File: config.mk
export PLATFORM = sky130hd
export DESIGN_NAME = regfile_sb
export DESIGN_NICKNAME = d
export VERILOG_FILES = /design/src/rtl/regfile_pkg.sv /design/src/rtl/rf_read_port.sv /design/src/rtl/regfile_sb.sv
export SDC_FILE = /design/constraint.sdc
export NUM_CORES = 2
export LEC_CHECK = 0
export ABC_AREA = 1
export CORE_MARGIN = 3
export CORE_UTILIZATION = 40
export CTS_CLUSTER_SIZE = 8
export DETAILED_ROUTE_END_ITERATION = 10
export MAX_ROUTING_LAYER = met4
export PLACE_DENSITY_LB_ADDON = 0.05
export SLEW_MARGIN = 20
export SYNTH_ARGS = -nofsm -noshare
export SYNTH_HDL_FRONTEND = slang
export SYNTH_HIERARCHICAL = 1
export SYNTH_SLANG_ARGS = --single-unit
File: constraint.sdc
create_clock -name clk -period 9.15 [get_ports clk]
set_clock_uncertainty 0.15 [all_clocks]
set_input_delay 2.745 -clock clk [delete_from_list [all_inputs] [get_ports clk]]
set_output_delay 2.745 -clock clk [all_outputs]
set_load 0.05 [all_outputs]
File: src/rtl/regfile_pkg.sv
// Purpose: shared defaults and types for the scoreboarded register file.
// Latency: n/a (constants and types only).
// Backpressure: n/a.
package regfile_pkg;

  // Default geometry: 32 x 32-bit registers, 2 read ports, 1 write port.
  localparam int RF_XLEN = 32;
  localparam int RF_NREG = 32;
  localparam int RF_NRD  = 2;
  localparam int RF_NWR  = 1;
  localparam int RF_AW   = $clog2(RF_NREG);

  // Register index for the default geometry.
  typedef logic [RF_AW-1:0] reg_idx_t;

endpackage

File: src/rtl/rf_read_port.sv
// Purpose: one read port: x0 zero check, same-cycle write bypass, rbusy masking.
// Latency: combinational from raddr/write inputs to rdata/rbusy.
// Backpressure: none; a read is always answered in the same cycle.
//
// Ports:
//   raddr        register index being read
//   stored       storage value of reg[raddr], selected by the parent
//   stored_busy  scoreboard bit of reg[raddr], selected by the parent
//   wen/waddr/wdata  this cycle's write ports (already gated by reset)
//   rdata/rbusy  resolved read data and pending flag
module rf_read_port import regfile_pkg::*; #(
  parameter int XLEN   = RF_XLEN,
  parameter int AW     = RF_AW,
  parameter int NWR    = RF_NWR,
  parameter int BYPASS = 1
) (
  input  logic [AW-1:0]       raddr,
  input  logic [XLEN-1:0]     stored,
  input  logic                stored_busy,
  input  logic [NWR-1:0]      wen,
  input  logic [NWR*AW-1:0]   waddr,
  input  logic [NWR*XLEN-1:0] wdata,
  output logic [XLEN-1:0]     rdata,
  output logic                rbusy
);

  logic            hit;
  logic [XLEN-1:0] fwd;
  logic            is_zero;

  // Ascending scan so the highest-index matching write port overrides
  // lower ones, matching the storage update order in the parent.
  always_comb begin
    hit = 1'b0;
    fwd = '0;
    for (int k = 0; k < NWR; k++) begin
      if (wen[k] && (waddr[k*AW +: AW] == raddr)) begin
        hit = 1'b1;
        fwd = wdata[k*XLEN +: XLEN];
      end
    end
  end

  assign is_zero = (raddr == '0);

  always_comb begin
    rdata = stored;
    rbusy = stored_busy;
    if (is_zero) begin
      // x0 is hard-wired: never data, never pending.
      rdata = '0;
      rbusy = 1'b0;
    end else if ((BYPASS != 0) && hit) begin
      // The write landing this cycle is the outstanding producer, so the
      // value is available now and the register is no longer pending.
      rdata = fwd;
      rbusy = 1'b0;
    end
  end

endmodule

File: src/rtl/regfile_sb.sv
// Purpose: multi-port register file with a per-register pending (scoreboard) bit.
// Latency: writes/reserves take effect at the next clk edge; reads are combinational.
// Backpressure: none; every write, reserve and read is accepted every cycle.
//
// Ports:
//   clk, nrst            clock, synchronous active-low reset
//   raddr/rdata/rbusy    NRD read ports, data and pending flag per port
//   wen/waddr/wdata      NWR write ports, highest index wins on collisions
//   rsv_en/rsv_addr      mark a register pending (new producer issued)
//   busy_cnt             registered count of pending registers
module regfile_sb import regfile_pkg::*; #(
  parameter  int XLEN   = RF_XLEN,
  parameter  int NREG   = RF_NREG,
  parameter  int NRD    = RF_NRD,
  parameter  int NWR    = RF_NWR,
  parameter  int BYPASS = 1,
  localparam int AW     = $clog2(NREG)
) (
  input  logic                clk,
  input  logic                nrst,
  input  logic [NRD*AW-1:0]   raddr,
  output logic [NRD*XLEN-1:0] rdata,
  output logic [NRD-1:0]      rbusy,
  input  logic [NWR-1:0]      wen,
  input  logic [NWR*AW-1:0]   waddr,
  input  logic [NWR*XLEN-1:0] wdata,
  input  logic                rsv_en,
  input  logic [AW-1:0]       rsv_addr,
  output logic [AW:0]         busy_cnt
);

  logic [XLEN-1:0] regs [NREG];
  logic [NREG-1:0] busy;
  logic [NREG-1:0] busy_nxt;
  logic [NWR-1:0]  wen_eff;

  // Writes presented while in reset are dropped, so the read ports must
  // not forward them either.
  assign wen_eff = wen & {NWR{nrst}};

  function automatic logic [AW:0] popcount(input logic [NREG-1:0] v);
    logic [AW:0] c;
    c = '0;
    for (int i = 0; i < NREG; i++) begin
      c = c + {{AW{1'b0}}, v[i]};
    end
    return c;
  endfunction

  // Scoreboard next state: writes retire, then a reserve re-arms. Ordering
  // matters when both hit one register: the reserve names a newer producer.
  always_comb begin
    busy_nxt = busy;
    for (int k = 0; k < NWR; k++) begin
      if (wen[k]) begin
        busy_nxt[waddr[k*AW +: AW]] = 1'b0;
      end
    end
    if (rsv_en) begin
      busy_nxt[rsv_addr] = 1'b1;
    end
    busy_nxt[0] = 1'b0;
  end

  always_ff @(posedge clk) begin
    if (!nrst) begin
      busy     <= '0;
      busy_cnt <= '0;
    end else begin
      busy     <= busy_nxt;
      busy_cnt <= popcount(busy_nxt);
    end
  end

  // Storage is a reset flop array. Later ports are assigned last, so the
  // highest-index port wins a same-address collision.
  always_ff @(posedge clk) begin
    if (!nrst) begin
      for (int i = 0; i < NREG; i++) begin
        regs[i] <= '0;
      end
    end else begin
      for (int k = 0; k < NWR; k++) begin
        if (wen[k] && (waddr[k*AW +: AW] != '0)) begin
          regs[waddr[k*AW +: AW]] <= wdata[k*XLEN +: XLEN];
        end
      end
    end
  end

  for (genvar i = 0; i < NRD; i++) begin : g_rd
    logic [AW-1:0] ra;
    assign ra = raddr[i*AW +: AW];

    rf_read_port #(
      .XLEN   (XLEN),
      .AW     (AW),
      .NWR    (NWR),
      .BYPASS (BYPASS)
    ) u_port (
      .raddr       (ra),
      .stored      (regs[ra]),
      .stored_busy (busy[ra]),
      .wen         (wen_eff),
      .waddr       (waddr),
      .wdata       (wdata),
      .rdata       (rdata[i*XLEN +: XLEN]),
      .rbusy       (rbusy[i])
    );
  end

endmodule

# Word level (Yosys, flattened, before mapping)
# Memories as Yosys holds them, arrays and structs flattened.
# Cells that the tools add are included.
[word_totals]
ff_bits = 38
mem_bits_rw = 1024
wordCells = 84
memories = 1
[op_classes]
add_sub_neg = 30
n_lt_le_gt_ge = 6
n_eq_ne = 2
muxes = 29
bitwise_logic = 4
n_reduce_logical = 9
[mem_list]
columns = ["name", "depth", "width", "read_ports", "rd_ports_with_merged_regs", "wr", "line", "rtl"]
rows = [
  ["regs", 32, 32, 2, 0, 32, "regfile_sb.sv:32", "logic [XLEN-1:0] regs [NREG];"],
]
[op_table]
columns = ["cell", "count"]
rows = [
  ["$mux 32", 9],
  ["$add 6x1->6", 25],
  ["$and 32x32->32", 1],
  ["$not 32->32", 1],
  ["$or 32x32->32", 1],
  ["$reduce_or 32->1", 1],
  ["$lt 5x6->1 const B", 4],
  ["$mux 1", 15],
  ["$bmux 1 s5", 2],
  ["$demux 1 s5", 2],
  ["$eq 5x5->1", 2],
  ["$ge 5x1->1 const B", 2],
  ["$logic_not 5->1", 2],
  ["$add 5x1->6", 1],
  ["$add 4x1->5", 1],
  ["$logic_and 1x1->1", 5],
  ["$mux 5", 1],
  ["$reduce_bool 5->1", 1],
  ["$add 3x1->4", 1],
  ["$add 2x1->3", 1],
  ["$add 1x1->2", 1],
  ["$and 1x1->1", 1],
]

# Longest topological paths before layout
[logic_depth]
ltp_word = 39
depth_mapped = 21
depth_no_buf = 21

# Cells and area by module
# Netlist, hierarchy kept.
[by_module_without_submodules]
columns = ["mod", "instances", "cells_per_inst", "area_each_um2"]
rows = [
  ["regfile_sb", 1, 7596, 59084.2],
  ["rf_read_port", 2, 202, 785.8],
]

# Worst setup path after synthesis
# OpenSTA, ideal clock, no wires.
[synth_path]
kind = "input port to flip-flop"
start = "in wen"
end = "reg busy_cnt[4]"
setup_time_ns = 0.070
arrival_ns = 7.695
slack_ns = 1.235
cell_stages = 20
n_path_buf = 2
cell_sequence = "clkbuf_1 clkbuf_1 nand3_1 a22oi_1 fa_1 fa_1 fa_1 inv_1 fa_1 inv_1 fa_1 fa_1 fa_1 inv_1 fa_1 nand2_1 nand2_1 a21oi_1 o21ai_0 a21oi_1"
[synth_between]
elab_chain_cells = 33
[synth_rtl]
columns = ["element", "line", "rtl"]
rows = [
  ["start, declared", "regfile_sb.sv:24", "input logic [NWR-1:0] wen,"],
  ["$mux 32 (*)", "regfile_sb.sv:55", "if (wen[k]) begin"],
  ["$or 32x32->32 (no source line)", "n/a", ""],
  ["$mux 32 (*)", "regfile_sb.sv:59", "if (rsv_en) begin"],
  ["$add 1x1->2", "regfile_sb.sv:45", "c = c + {{AW{1'b0}}, v[i]};"],
  ["$add 2x1->3", "regfile_sb.sv:45", ""],
  ["$add 3x1->4", "regfile_sb.sv:45", ""],
  ["$add 4x1->5", "regfile_sb.sv:45", ""],
  ["$add 5x1->6", "regfile_sb.sv:45", ""],
  ["$add 6x1->6 (24 in series)", "regfile_sb.sv:45", ""],
  ["$add 6x1->6 (*)", "regfile_sb.sv:45", ""],
  ["end signal, assigned", "regfile_sb.sv:71", "busy_cnt <= popcount(busy_nxt);"],
  ["end, declared", "regfile_sb.sv:29", "output logic [AW:0] busy_cnt"],
]
# Every way passes the cells marked *; elsewhere a longest branch is shown, timed or not.
# A chain may end at the register's enable or synchronous reset.

# Final worst setup path
[layout_path]
start = "in waddr[3]"
end = "out rdata[0]"
[layout_between]
elab_chain_cells = 5
[layout_rtl]
columns = ["element", "line", "rtl"]
rows = [
  ["start, declared", "regfile_sb.sv:25", "input logic [NWR*AW-1:0] waddr,"],
  ["$eq 5x5->1 (*)", "rf_read_port.sv:37", "if (wen[k] && (waddr[k*AW +: AW] == raddr)) begin"],
  ["$logic_and 1x1->1 (*)", "rf_read_port.sv:37", ""],
  ["$mux 32 / $mux 1 (equally long branches)", "rf_read_port.sv:37", ""],
  ["$mux 32 (*)", "rf_read_port.sv:53", "end else if ((BYPASS != 0) && hit) begin"],
  ["$mux 32 (*)", "rf_read_port.sv:49", "if (is_zero) begin"],
  ["end, declared", "regfile_sb.sv:22", "output logic [NRD*XLEN-1:0] rdata,"],
]
# Marked as above.

==> impl_metrics.json <==
{
  "drt_wl_total_mm": 271,
  "drtAntennaViolNets": 0,
  "critPathMaxFanout": 29,
  "cts_buffers": 151,
  "synth_ff_type": "edfxtp_1",
  "layout-drive-gt1-share_pct": 6.89,
  "post_cts_buffers": 0,
  "grt_pass1_wl_mm": 389,
  "vias": 57700,
  "fin_crit_sh_pct": 91.9,
  "min_path_cells": 2,
  "synth_warnings": 6,
  "cts_tree": "done",
  "rsz0062_at_grt": "no",
  "final_cells": 9873,
  "path_cells": "clkdlybuf4s50_1 -> buf_4 -> nor2_1 -> nor2_1 -> nand3_4 -> buf_12 -> nand2_1 -> nand2_1 -> nor2_1 -> buf_12",
  "synth_area_leaders": "edfxtp_1 51%, nand2_1 20%, nand3_1 13%, nor2_1 7.1%, clkbuf_1 2.6%",
  "initial_core_util_pct": 40.4,
  "crit_top_cell": "nor2_1",
  "grt_max_degree": 153,
  "grt_pass1_vias": 55100,
  "gr-usage-met1_pct": 45.2,
  "p_seq_share_pct": 44.0,
  "antennaDiodeCount": 0,
  "synth.distinct_cells": 31,
  "path_clk_slew_ns": 0.05,
  "fp.dieH_um": 395,
  "synth.most_common_cell": "nand2_1",
  "grt_overflow": 0,
  "clk_latency_ns": 0.79,
  "p_per_area_nw_per_um2": 189,
  "clockPowerShare_pct": 39.6,
  "max-slew-margin-rel_pct": 17.2,
  "p_leak_nw": 29.5,
  "avgSynthCellArea_um2": 7.58,
  "cts_buffer_depth": 3,
  "swShare_pct": 29.2,
  "setup_tns_ns": 0,
  "fmax_ghz": 0.119,
  "grtUsageTotal_pct": 34.9,
  "fp-row-count": 142,
  "post_cts_resized": 0,
  "antenna_found_initial": 2,
  "dp_hpwl_mm": 143,
  "crit-reg2reg-capture": "busy_cnt[4]",
  "vdd_drop_max_mv": 0.164,
  "synth-edff-count": 1024,
  "wl_per_cell_um": 27.5,
  "dp_slack_ns": 0.337,
  "root_buffer": "clkbuf_16",
  "pin_count": 128,
  "hp-start": "busy[31]",
  "worstSetupPathType": "input port to primary output",
  "htree_levels": 4,
  "drv_slew": 0,
  "yosysSeqAreaShare_pct": 51.9,
  "fp.dieW_um": 395,
  "top_usage_layer": "met2",
  "synth_top_area_share_pct": 50.7,
  "fp.coreArea_um2": 150000,
  "dp.cells": 9693,
  "ys_async_sr_fraction_pct": 0,
  "drt-initial-drc-count": 7536,
  "post-route-drc-count": 0,
  "syn2layout_area_growth_pct": 13.4,
  "worst_slack_ns": 0.742,
  "slowest_delay_ns": 0.64,
  "use_met2_pct": 53.9,
  "outcome": "finished clean",
  "die_area_um2": 156000,
  "synth_seq_cells": 1061,
  "synth_area_leader_cell": "edfxtp_1",
  "reg2reg_depth": 18,
  "required_ns": 6.26,
  "grtUsageMet3_pct": 5.33,
  "holdBufCountCts": 0,
  "p_int_mw": 9.22,
  "place_congestion": 0.866,
  "hold_path_end": "busy[31]",
  "via_per_inst": 5.84,
  "synth_cells": 8000,
  "tightestPinTransition_ns": 1.24,
  "r2r_setup_slack_ns": 3.92,
  "p_sw_mw": 3.80,
  "syn_area_um2": 60700,
  "worst_path_max_delay_cell": "clkdlybuf4s50_1",
  "max_cap_violations": 0,
  "cts.sinks": 1061,
  "pwr-share-comb_pct": 16.4,
  "io_buffers": 127,
  "setup_violations": 0,
  "reg2reg_from": "busy[1]",
  "netlist_top_cells_count": "3177 x nand2_1, 1620 x nand3_1, 1154 x nor2_1",
  "period_minus_slack_ns": 8.41,
  "hold_viol_final": 0,
  "cp.arrival_ns": 5.51,
  "first_pass_iters": 7,
  "nNetsFinal": 7916,
  "start_kind": "input port",
  "end_kind": "primary output",
  "hold_class": "flip-flop to flip-flop"
}
-- critical path, delay by kind of cell --
kind	cells	cell delay, ns
and+or+nand+nor	6	1.28
buffers and inverters	4	1.46
-- registers in the layout, indices dropped and copies added, names as in the netlist --
register	count
busy	31
regs	1024
busy_cnt	6
-- cells in the final DEF (no fill, tap or decap), drive strengths merged --
master / synthesis / layout
a22oi: 26 / 26
clkdlybuf4s50: 0 / 51
fa: 23 / 23
clkinv: 6 / 12
nand2: 3185 / 3185
edfxtp: 1024 / 1024
nand4: 2 / 2
buf: 253 / 269
nor3: 21 / 21
a2bb2oi: 2 / 2
conb: 1 / 32
nand3: 1632 / 1632
nor2: 1166 / 1166
or2: 3 / 3
a21oi: 9 / 9
ha: 7 / 7
inv: 176 / 181
clkbuf: 421 / 169
o21ai: 6 / 6
dfxtp: 37 / 37
-- power groups by stage --
stage                     registers, mW  clock network, mW  logic [mW]
after CTS                          5.73               5.20        2.11
after global routing               5.76               5.38        2.28
final                              5.73               5.16        2.14
after detailed placement           5.82                  0        2.11
after floorplan                    5.80                  0        1.21
after global placement             5.81                  0        2.10
-- cell families (layout without fill, tap and decap cells) --
| group | Yosys count | count (layout) | synth area share [%] |
|---|---|---|---|
| AND/OR/NAND/NOR | 6009 | 6009 | 40.9 |
| AO/OA/AOI/OAI | 43 | 43 | 0.474 |
| adder cells (fa/ha/maj) | 30 | 30 | 0.903 |
| flip-flops | 1061 | 1061 | 51.9 |
| buffers and inverters | 856 | 682 | 5.76 |
| other | 1 | 32 | 0.00618 |
-- cell type report --
cell class	count	area (um^2)
fillers	14800	81500
flip-flops and latches	1061	31500
multi-input cells	6114	26100
clock buffers	169	3950
repair buffers	320	3910
well taps	2016	2520
inverters	182	729
clock inverters	11	116
-- worst max path at each step --
stage	endpoint	depth (start not counted)	from	slack, ns
6_report	rdata[0]	10	waddr[3]	0.74
5_1_grt	rdata[0]	11	waddr[3]	0.65
4_1_cts	rdata[0]	10	waddr[3]	0.74
3_5_place_dp	busy_cnt[4]	22	waddr[2]	0.34
3_3_place_gp	busy_cnt[4]	22	waddr[2]	0.37
2_1_floorplan	busy_cnt[4]	20	wen	1.24
-- per-layer routing --
metal  share of wire [%]  up-vias
met3                 9.5      766
li1                    -    25700
met2                  45     3481
met5                   0        -
met1                  40    27800
met4                 5.3        0
-- stage by stage --
step	hold slack, ns	util, %	power [mW]	instance area (um^2)
finish	0.371	45.8	13.0	68800
global route	0.413	45.8	13.4	68800
CTS	0.363	45.8	13.0	68800
detailed placement	0.353	43.1	7.93	64700
global placement	0.361	43.1	7.91	64700
floorplan	0.325	-	7.01	60800
No activity file was read; power rests on OpenSTA's default activity.
